--- src/rtl/inst_loader.sv ---
// Program-load stage: parses a framed image (word count, payload, checksum) from UART byte
// strobes and writes each assembled 32-bit word into instruction BRAM port A.
//
// state   | meaning
// --------+-----------------------------------------------------------
// S_HDR   | collecting the 4-byte big-endian word count
// S_PAYLOAD| assembling payload words, one BRAM write per 4 bytes
// S_CSUM  | waiting for the checksum byte (sum8 of payload bytes)
// S_DONE  | frame accepted; loaded=1, bytes ignored until clear
// S_ERROR | frame rejected; error=1, bytes ignored until clear
module inst_loader #(
    parameter int unsigned MAX_WORDS = 4096,
    parameter int unsigned TIMEOUT   = 2**24
) (
    input  logic        clk,
    input  logic        rstn,
    input  logic        en,
    input  logic [7:0]  data,
    input  logic        clear,
    output logic [31:0] inst_addra,
    output logic [31:0] inst_dina,
    output logic [3:0]  inst_wea,
    output logic        loaded,
    output logic        error,
    output logic [31:0] words_written
);

    localparam int unsigned TW = (TIMEOUT > 1) ? $clog2(TIMEOUT) : 1;
    localparam logic [TW-1:0] TMO_LAST = TW'((TIMEOUT > 0) ? TIMEOUT - 1 : 0);

    typedef enum logic [2:0] {
        S_HDR,
        S_PAYLOAD,
        S_CSUM,
        S_DONE,
        S_ERROR
    } state_t;

    state_t        state;
    state_t        state_nxt;
    logic [1:0]    byte_cnt;
    logic [23:0]   shift;
    logic [31:0]   len;
    logic [29:0]   word_idx;
    logic [7:0]    sum8;
    logic [TW-1:0] tmo_cnt;

    logic [31:0]   word_in;
    logic          last_byte;
    logic          started;
    logic          tmo_run;
    logic          tmo_hit;
    logic          wr_now;

    assign word_in   = {shift, data};
    assign last_byte = (byte_cnt == 2'd3);
    // The frame counts as started once any header byte has arrived.
    assign started   = (state != S_HDR) || (byte_cnt != 2'd0);
    assign tmo_run   = started && (state inside {S_HDR, S_PAYLOAD, S_CSUM});
    assign tmo_hit   = (TIMEOUT != 0) && tmo_run && !en && (tmo_cnt == TMO_LAST);
    assign wr_now    = en && (state == S_PAYLOAD) && last_byte;

    assign loaded = (state == S_DONE);
    assign error  = (state == S_ERROR);

    always_ff @(posedge clk) begin
        if (!rstn) begin
            state <= S_HDR;
        end else begin
            state <= state_nxt;
        end
    end

    always_comb begin
        state_nxt = state;
        if (clear) begin
            state_nxt = S_HDR;
        end else if (en) begin
            case (state)
                S_HDR: begin
                    if (last_byte) begin
                        if (word_in > MAX_WORDS) begin
                            state_nxt = S_ERROR;
                        end else if (word_in == 32'd0) begin
                            state_nxt = S_CSUM;
                        end else begin
                            state_nxt = S_PAYLOAD;
                        end
                    end
                end
                S_PAYLOAD: begin
                    if (last_byte && (words_written + 32'd1 == len)) begin
                        state_nxt = S_CSUM;
                    end
                end
                S_CSUM: begin
                    state_nxt = (data == sum8) ? S_DONE : S_ERROR;
                end
                default: state_nxt = state;
            endcase
        end else if (tmo_hit) begin
            state_nxt = S_ERROR;
        end
    end

    always_ff @(posedge clk) begin
        if (!rstn) begin
            byte_cnt      <= 2'd0;
            shift         <= 24'd0;
            len           <= 32'd0;
            word_idx      <= 30'd0;
            sum8          <= 8'd0;
            tmo_cnt       <= '0;
            inst_addra    <= 32'd0;
            inst_dina     <= 32'd0;
            inst_wea      <= 4'h0;
            words_written <= 32'd0;
        end else begin
            inst_wea <= 4'h0;
            if (clear) begin
                byte_cnt      <= 2'd0;
                shift         <= 24'd0;
                len           <= 32'd0;
                word_idx      <= 30'd0;
                sum8          <= 8'd0;
                tmo_cnt       <= '0;
                words_written <= 32'd0;
            end else begin
                if (en) begin
                    tmo_cnt <= '0;
                end else if (tmo_run) begin
                    tmo_cnt <= tmo_cnt + TW'(1);
                end
                if (en && (state == S_HDR || state == S_PAYLOAD)) begin
                    byte_cnt <= byte_cnt + 2'd1;
                    shift    <= word_in[23:0];
                end
                if (en && state == S_HDR && last_byte) begin
                    len <= word_in;
                end
                if (en && state == S_PAYLOAD) begin
                    sum8 <= sum8 + data;
                end
                // Registered write pulse keeps back-to-back byte strobes legal.
                if (wr_now) begin
                    inst_wea      <= 4'hF;
                    inst_addra    <= {word_idx, 2'b00};
                    inst_dina     <= word_in;
                    word_idx      <= word_idx + 30'd1;
                    words_written <= words_written + 32'd1;
                end
            end
        end
    end

endmodule

--- config.mk ---
export PLATFORM = sky130hd
export DESIGN_NAME = inst_loader
export DESIGN_NICKNAME = d
export VERILOG_FILES = /design/src/rtl/inst_loader.sv
export SDC_FILE = /design/constraint.sdc
export NUM_CORES = 1
export LEC_CHECK = 0
export ABC_CLOCK_PERIOD_IN_PS = 3400
export CAP_MARGIN = 10
export CORE_MARGIN = 2
export CORE_UTILIZATION = 42
export DETAILED_ROUTE_END_ITERATION = 10
export MAX_ROUTING_LAYER = met4
export PLACE_DENSITY = 0.64
export SETUP_SLACK_MARGIN = 0.3
export SLEW_MARGIN = 10
export SYNTH_ARGS = -nofsm -noshare
export SYNTH_HDL_FRONTEND = slang
export SYNTH_SLANG_ARGS = --single-unit
--- constraint.sdc ---
create_clock -name clk -period 3.4 [get_ports clk]
set_input_delay 1.02 -clock clk [delete_from_list [all_inputs] [get_ports clk]]
set_output_delay 1.02 -clock clk [all_outputs]
set_load 0.005 [all_outputs]
==> key figures, run 1 <==
Global routing
  • Final global-route overflow total: 0
  • Antenna violations before repair: 0
  • Global-route wire length before repair: 40400 microns
  • Number of global-route vias before repair: 7878
  • Largest net degree at the start of global routing: 52
  • All-layer global routing usage: 0.204

Synth
  • Cell types occupying the most area after synthesis: sky130_fd_sc_hd__dfxtp_1 44%, sky130_fd_sc_hd__nand2_1 11%, sky130_fd_sc_hd__xor2_1 5.3%
  • Yosys reg bits: 218
  • Post-Synthesis Cells: 1227
  • Cell type contributing the most total cell area after synthesis: sky130_fd_sc_hd__dfxtp_1
  • Yosys synthesis warning count: 0
  • Distinct cell type count after synthesis: 66
  • Sequential cell area fraction in the yosys report: 0.439
  • Count of flip-flops with a built-in enable after synthesis: 0
  • Most used DFF post-synth: sky130_fd_sc_hd__dfxtp_1
  • Top cell type's share of synthesized area: 0.439
  • Netlist area before placement: 9950 sq um
  • Post-synthesis async set-or-reset flop share: 0
  • Mapped Avg Cell Area: 8.11 sq um

Power and ir drop
  • Power density cells: 436 nW/um^2
  • Max VDD drop: 0.282 mV
  • Leak pwr: 4.05 nW
  • Total design power: 5.36 mW

Critical path
  • Maximum fanout along the worst path: 14
  • Slowest CP cell: sky130_fd_sc_hd__dfxtp_1
  • Chain of cells forming the critical path: and3_1, clkdlybuf4s50_1
  • Critical path data arrival time: 1.93 ns
  • Endpoint class of the critical path: output pin
  • Worst setup path category: flop to output pin
  • Data required time at the worst endpoint: 2.38 ns
  • Startpoint kind of the worst setup timing path: flop
  • Peak per-stage delay on the critical path: 0.61 ns

Floorplanning
  • Full die area: 24900 sq um
  • Core area: 23300 sq um
  • DIE HEIGHT: 158 microns
  • Width of the chip: 158 microns
  • Number of placement rows: 56
  • Ports: 114
  • Starting density of the core: 0.426

Clocking
  • Root buffer cell: sky130_fd_sc_hd__clkbuf_16
  • Worst-path clk slew: 0.06 ns
  • TritonCTS Sinks: 218
  • CTS buffer count: 25
  • PostCTS Resize Cnt: 1
  • Hold_buf cts: 0
  • TritonCTS clock tree: done
  • Clock network latency to the later pin of the worst-skew pair: 0.53 ns
  • Post-CTS Setup Bufs: 0
  • Maximum number of buffers from clock root to sink: 3
  • H-tree depth: 1

Timing
  • Unrepaired setup endpoints after global routing: false
  • Slew of the pin with the lowest slew margin: 0.560 ns
  • Total setup violations reported at the end of the flow: 0
  • Endpoints failing hold: 0
  • FMAX: 0.339 GHz
  • Worst relative slew slack: 0.624
  • Setup Skew: 0.00995 ns
  • Share of the clock period used by the worst path: 0.866
  • Pins over their slew limit: 0
  • Post-layout min period: 2.95 ns
  • Final total negative setup slack: 0 ns

Placed design
  • HPWL reported at the end of detailed placement: 17100 microns
  • Gp weighted congestion: 0.859
  • Number of port buffers: 111
  • Number of instances in the placed design: 1617

Run status
  • Outcome: finished clean

Layout
  • Layout Area Growth over Synthesis: 23.6%
  • Leading cell types in the layout, fill and taps excluded: 297 x sky130_fd_sc_hd__nand2_1, 218 x sky130_fd_sc_hd__dfxtp_1, 110 x sky130_fd_sc_hd__clkdlybuf4s50_1, 95 x sky130_fd_sc_hd__nor2_1, 92 x sky130_fd_sc_hd__a21oi_1
  • Fraction of final layout cells with drive strength greater than 1: 0.0774
  • Final-stage net count: 1350
  • Final core utilization: 0.527
  • Non-Filler Instances: 1663
  • Most common cell after layout, fill and taps aside: sky130_fd_sc_hd__nand2_1
  • ANT cells: 0

Detailed routing
  • Met3 WL: 843 microns
  • Vias: 8420
  • Total iterations of the first detailed-routing run: 4
  • DR iter-0 viols: 446
  • Detailed-route wire length on metal 1: 11600 microns
  • DRT Wirelength: 24500 microns
  • Via density per instance: 5.06
  • DRC violation count after routing: 0
  • Remaining antenna violation count: 0
  • Mean routed wirelength per cell: 14.7 microns
  • Total met2 wirelength after detailed routing: 11600 microns
  • Highest signal layer in the routed design: met4

Flow run
  • # Max-Cap Violations: 0

Min path
  • Class of the most critical hold timing path: flop to flop
## registers in the layout, summed over array words and instances (netlist names)
name           count
len               32
byte_cnt           2
inst_wea           1
shift             24
words_written     32
tmo_cnt           24
sum8               8
inst_dina         32
inst_addra        30
word_idx          30
state              3
## final timing paths
kind / start / endpoint / slack (ns) / cells after the start
worst max-delay path: state[0] / loaded / 0.45 / 2
worst min-delay path: sum8[6] / sum8[6] / 0.46 / 2
worst max register to register: words_written[0] / state[0] / 0.47 / 10
worst min register to register: sum8[6] / sum8[6] / 0.46 / 2
## report_power, final
group	switching, mW	internal (mW)	leakage (nW)	total [mW]
clock network	1.06	1.58	0.407	2.64
logic	0.0896	0.0553	1.88	0.145
registers	0.00804	2.56	1.76	2.57
total	1.16	4.19	4.05	5.36
## stage by stage
stage | hold slack (ns) | area [sq um] | setup slack (ns)
after floorplan | 0.436 | 9950 | 0.620
after global placement | 0.444 | 11500 | 0.0872
after detailed placement | 0.453 | 11500 | 0.0329
after global routing | 0.481 | 12300 | 0.336
final | 0.460 | 12300 | 0.454
after CTS | 0.462 | 12300 | 0.385
## layout make-up
type	count	area [sq um]
Fill cell	2198	11000
Multi-Input combinational cell	917	5210
Sequential cell	218	4360
Timing Repair Buffer	149	1450
Clock buffer	37	741
Tap cell	319	399
Clock inverter	9	76.3
Inverter	14	52.6
## worst max-delay path, delay by kind of cell, from the launching register on
kind          cells  cell delay [ns]
buf+inv           1             0.51
flops             1             0.61
simple gates      1             0.28
## cells by family after synthesis
logic type	Yosys count	share of synthesized area
other cells	1	0.000377
flops	218	0.439
fa+ha+maj	13	0.0171
xor+xnor	120	0.107
compound gates	209	0.131
mux	3	0.00315
buf+inv	93	0.0406
simple gates	570	0.262
## Yosys cell counts (3+ instances only)
master	count
sky130_fd_sc_hd__or3_1	19
sky130_fd_sc_hd__nor2b_1	6
sky130_fd_sc_hd__buf_1	3
sky130_fd_sc_hd__buf_4	5
sky130_fd_sc_hd__nor3b_1	3
sky130_fd_sc_hd__nand2_1	297
sky130_fd_sc_hd__a31oi_1	5
sky130_fd_sc_hd__o2111ai_1	3
sky130_fd_sc_hd__a211oi_1	3
sky130_fd_sc_hd__buf_2	5
sky130_fd_sc_hd__nor3_1	14
sky130_fd_sc_hd__xnor2_1	59
sky130_fd_sc_hd__and3_1	14
sky130_fd_sc_hd__nand3b_1	7
sky130_fd_sc_hd__nor4_1	17
sky130_fd_sc_hd__dfxtp_1	218
sky130_fd_sc_hd__xor2_1	60
sky130_fd_sc_hd__nor2_1	96
sky130_fd_sc_hd__ha_1	12
sky130_fd_sc_hd__inv_1	14
sky130_fd_sc_hd__o21ai_0	25
sky130_fd_sc_hd__and2_1	3
sky130_fd_sc_hd__nand3_1	36
sky130_fd_sc_hd__or2_2	3
sky130_fd_sc_hd__and4_1	5
sky130_fd_sc_hd__a21boi_0	62
sky130_fd_sc_hd__nand4_1	29
sky130_fd_sc_hd__nand2b_1	6
sky130_fd_sc_hd__a21oi_1	92
sky130_fd_sc_hd__clkbuf_1	62
sky130_fd_sc_hd__buf_6	4
## layer usage
metal / GRT usage / up-vias
li1: - / 4320
met1: 0.269 / 3924
met2: 0.334 / 140
met3: 0.0257 / 36
met4: 0.0489 / 0
met5: - / -
No activity file was read; power rests on OpenSTA's default activity.
==> run 2, diff against run 1 <==
Settings changed: MAX_ROUTING_LAYER met4 to unset.
==> run 2 against run 1 <==
Net effect: count of clock-buffer cells in the layout fell by 4; non-clock buffer count is 2 lower; wire length is 0.26% lower; first-iteration DRC count grew 2.2%; final area fell by 0.26%; die area is the same; flip-flop and latch count is the same; total power is 0.79% lower; critical endpoint is now error; combinational power barely moved; clock skew fell by 0.0022 ns; worst hold slack lost 0.0033 ns; via count is 0.26% higher; largest cell class unchanged.
==> key figures, run 2 (same netlist as run 1, synthesis figures left out) <==
Flow run
  • # Max-Cap Violations: 0 (unchanged)

Clocking
  • Post-CTS Setup Bufs: 0 (unchanged)
  • Maximum number of buffers from clock root to sink: 3 (unchanged)
  • Root buffer cell: sky130_fd_sc_hd__clkbuf_16
  • TritonCTS Sinks: 218 (unchanged)
  • Clock network latency to the later pin of the worst-skew pair: 0.51 ns (-0.02 ns)
  • H-tree depth: 1 (unchanged)
  • PostCTS Resize Cnt: 0 (-1)
  • Hold_buf cts: 0 (unchanged)
  • Worst-path clk slew: 0.06 ns (about the same)
  • TritonCTS clock tree: done
  • CTS buffer count: 25 (unchanged)

Layout
  • Sequential cell area: 4370 sq um (+0.11%)
  • Final-stage net count: 1348 (-0.15%)
  • Non-Filler Instances: 1657 (-0.36%)
  • Leading cell types in the layout, fill and taps excluded: 297 x sky130_fd_sc_hd__nand2_1, 214 x sky130_fd_sc_hd__dfxtp_1, 110 x sky130_fd_sc_hd__clkdlybuf4s50_1, 95 x sky130_fd_sc_hd__nor2_1, 92 x sky130_fd_sc_hd__a21oi_1
  • Top Registers: inst_dina: 32 flops, len: 32 flops, words_written: 32 flops
  • Filler cell count in the final layout: 2228 (+1.4%)
  • Total area of multi-input combinational cells: 5210 sq um (about the same)
  • ANT cells: 0 (unchanged)
  • Most common cell after layout, fill and taps aside: sky130_fd_sc_hd__nand2_1
  • Fraction of final layout cells with drive strength greater than 1: 0.0770 (-0.000400)
  • Layout Area Growth over Synthesis: 23.3%

Critical path
  • Worst setup path category: flop to output pin
  • Depth of the worst register-to-register path: 9 (-1)
  • Maximum fanout along the worst path: 6 (-8)
  • Endpoint class of the critical path: output pin
  • Register-to-register path setup slack: 0.51 ns (+0.04 ns)
  • FF-to-FF End: state[0]
  • Startpoint kind of the worst setup timing path: flop
  • Critical path data arrival time: 1.94 ns (about the same)
  • Data required time at the worst endpoint: 2.38 ns (about the same)
  • Launch point of the worst reg-to-reg path: words_written[7]

Timing
  • Pins over their slew limit: 0 (unchanged)
  • Tightest hold margin: 0.457 ns (-0.00333 ns)
  • Worst relative slew slack: 0.632 (+0.00802)
  • Slew of the pin with the lowest slew margin: 0.548 ns (-0.0128 ns)
  • Post-layout min period: 2.96 ns (+0.0135 ns)
  • Unrepaired setup endpoints after global routing: false
  • Share of the clock period used by the worst path: 0.870 (+0.00396)
  • Setup Skew: 0.00771 ns (-0.00224 ns)
  • FMAX: 0.338 GHz (-0.46%)
  • Final total negative setup slack: 0 ns (unchanged)
  • Total setup violations reported at the end of the flow: 0 (unchanged)
  • Worst Setup Slack, final: 0.441 ns (-0.0135 ns)
  • Endpoints failing hold: 0 (unchanged)

Floorplanning
  • Core area: 23300 sq um (unchanged)
  • Full die area: 24900 sq um (unchanged)
  • Starting density of the core: 0.426 (unchanged)
  • Width of the chip: 158 microns (unchanged)
  • Ports: 114 (unchanged)
  • Number of placement rows: 56 (unchanged)
  • DIE HEIGHT: 158 microns (unchanged)

Power and ir drop
  • Total design power: 5.31 mW (-0.79%)
  • Leak pwr: 4.02 nW (-0.61%)
  • Max VDD drop: 0.419 mV (+49%)
  • Power density cells: 433 nW/um^2 (-0.53%)

Detailed routing
  • DR iter-0 viols: 456 (+2.2%)
  • Via density per instance: 5.09 (+0.62%)
  • Vias: 8442 (+0.26%)
  • DRC violation count after routing: 0 (unchanged)
  • Mean routed wirelength per cell: 14.7 microns (+0.10%)
  • DRT Wirelength: 24400 microns (-0.26%)
  • Remaining antenna violation count: 0 (unchanged)
  • Total iterations of the first detailed-routing run: 5 (+1)

Min path
  • Worst hold path depth: 2 (unchanged)
  • Hold Crit Start: sum8[5]
  • Hold Crit Endpoint: sum8[5]
  • Class of the most critical hold timing path: flop to flop

Global routing
  • Antenna violations before repair: 0 (unchanged)
  • Final global-route overflow total: 0 (unchanged)
  • Largest net degree at the start of global routing: 51 (-1.9%)
  • All-layer global routing usage: 0.195 (-0.00882)
  • Number of global-route vias before repair: 7966 (+1.1%)
  • Global-route wire length before repair: 39900 microns (-1.2%)

Placed design
  • Number of port buffers: 111 (unchanged)
  • HPWL reported at the end of detailed placement: 17100 microns (+0.47%)
  • Gp weighted congestion: 0.845 (-1.6%)
  • Number of instances in the placed design: 1615 (-0.12%)
  • Worst slack at placement: 0.0563 ns (+0.0235 ns)

Run status
  • Outcome: finished clean
## run 2: layer usage
layer  vias up  share of wire  track usage
li1       4308              -            -
met1      3942           0.46        0.257
met2       156           0.47        0.330
met3        36          0.044       0.0315
met4         0          0.024       0.0567
met5         -              0            0
## run 2: how the worst max path moves through the flow
stage | startpoint | end | slack (ns) | depth (start not counted)
2_1_floorplan | data[1] | sum8[7] | 0.62 | 10
3_3_place_gp | data[1] | sum8[7] | 0.08 | 11
3_5_place_dp | data[1] | sum8[7] | 0.06 | 11
4_1_cts | words_written[0] | state[0] | 0.39 | 11
5_1_grt | words_written[1] | state[0] | 0.31 | 11
6_report | state[2] | error | 0.44 | 3
## run 2: per-stage QoR
stage               instance area [sq um]  utilization
floorplan                            9950            -
global placement                    11500        0.491
detailed placement                  11500        0.491
CTS                                 12300        0.525
global route                        12300        0.526
finish                              12300        0.526
## run 2: report_power, final
part	total (mW)	internal (mW)	switching, mW
Combinational	0.144	0.0547	0.0896
Clock	2.60	1.58	1.02
Sequential	2.57	2.56	0.00825
Total	5.31	4.19	1.12
## run 2: final cells by class
cell class,instances,share of cell area
inverter,14,0.00428
tap,319,0.0325
sequential,218,0.356
clock buffer,33,0.0567
timing repair buffer,147,0.117
clock inverter,9,0.00826
multi-input combinational,917,0.425
## run 2: critical path: stages (launching register included)
cell,delay [ns]
sky130_fd_sc_hd__dfxtp_1,0.40
sky130_fd_sc_hd__inv_1,0.14
sky130_fd_sc_hd__nor3_1,0.33
sky130_fd_sc_hd__clkdlybuf4s50_1,0.56
==> run 3, diff against run 2 <==
Settings changed: ABC_CLOCK_PERIOD_IN_PS 3400 to unset.
==> results of run 3 <==
Same layout as run 2: the final DEF is identical, and so are final timing and power.
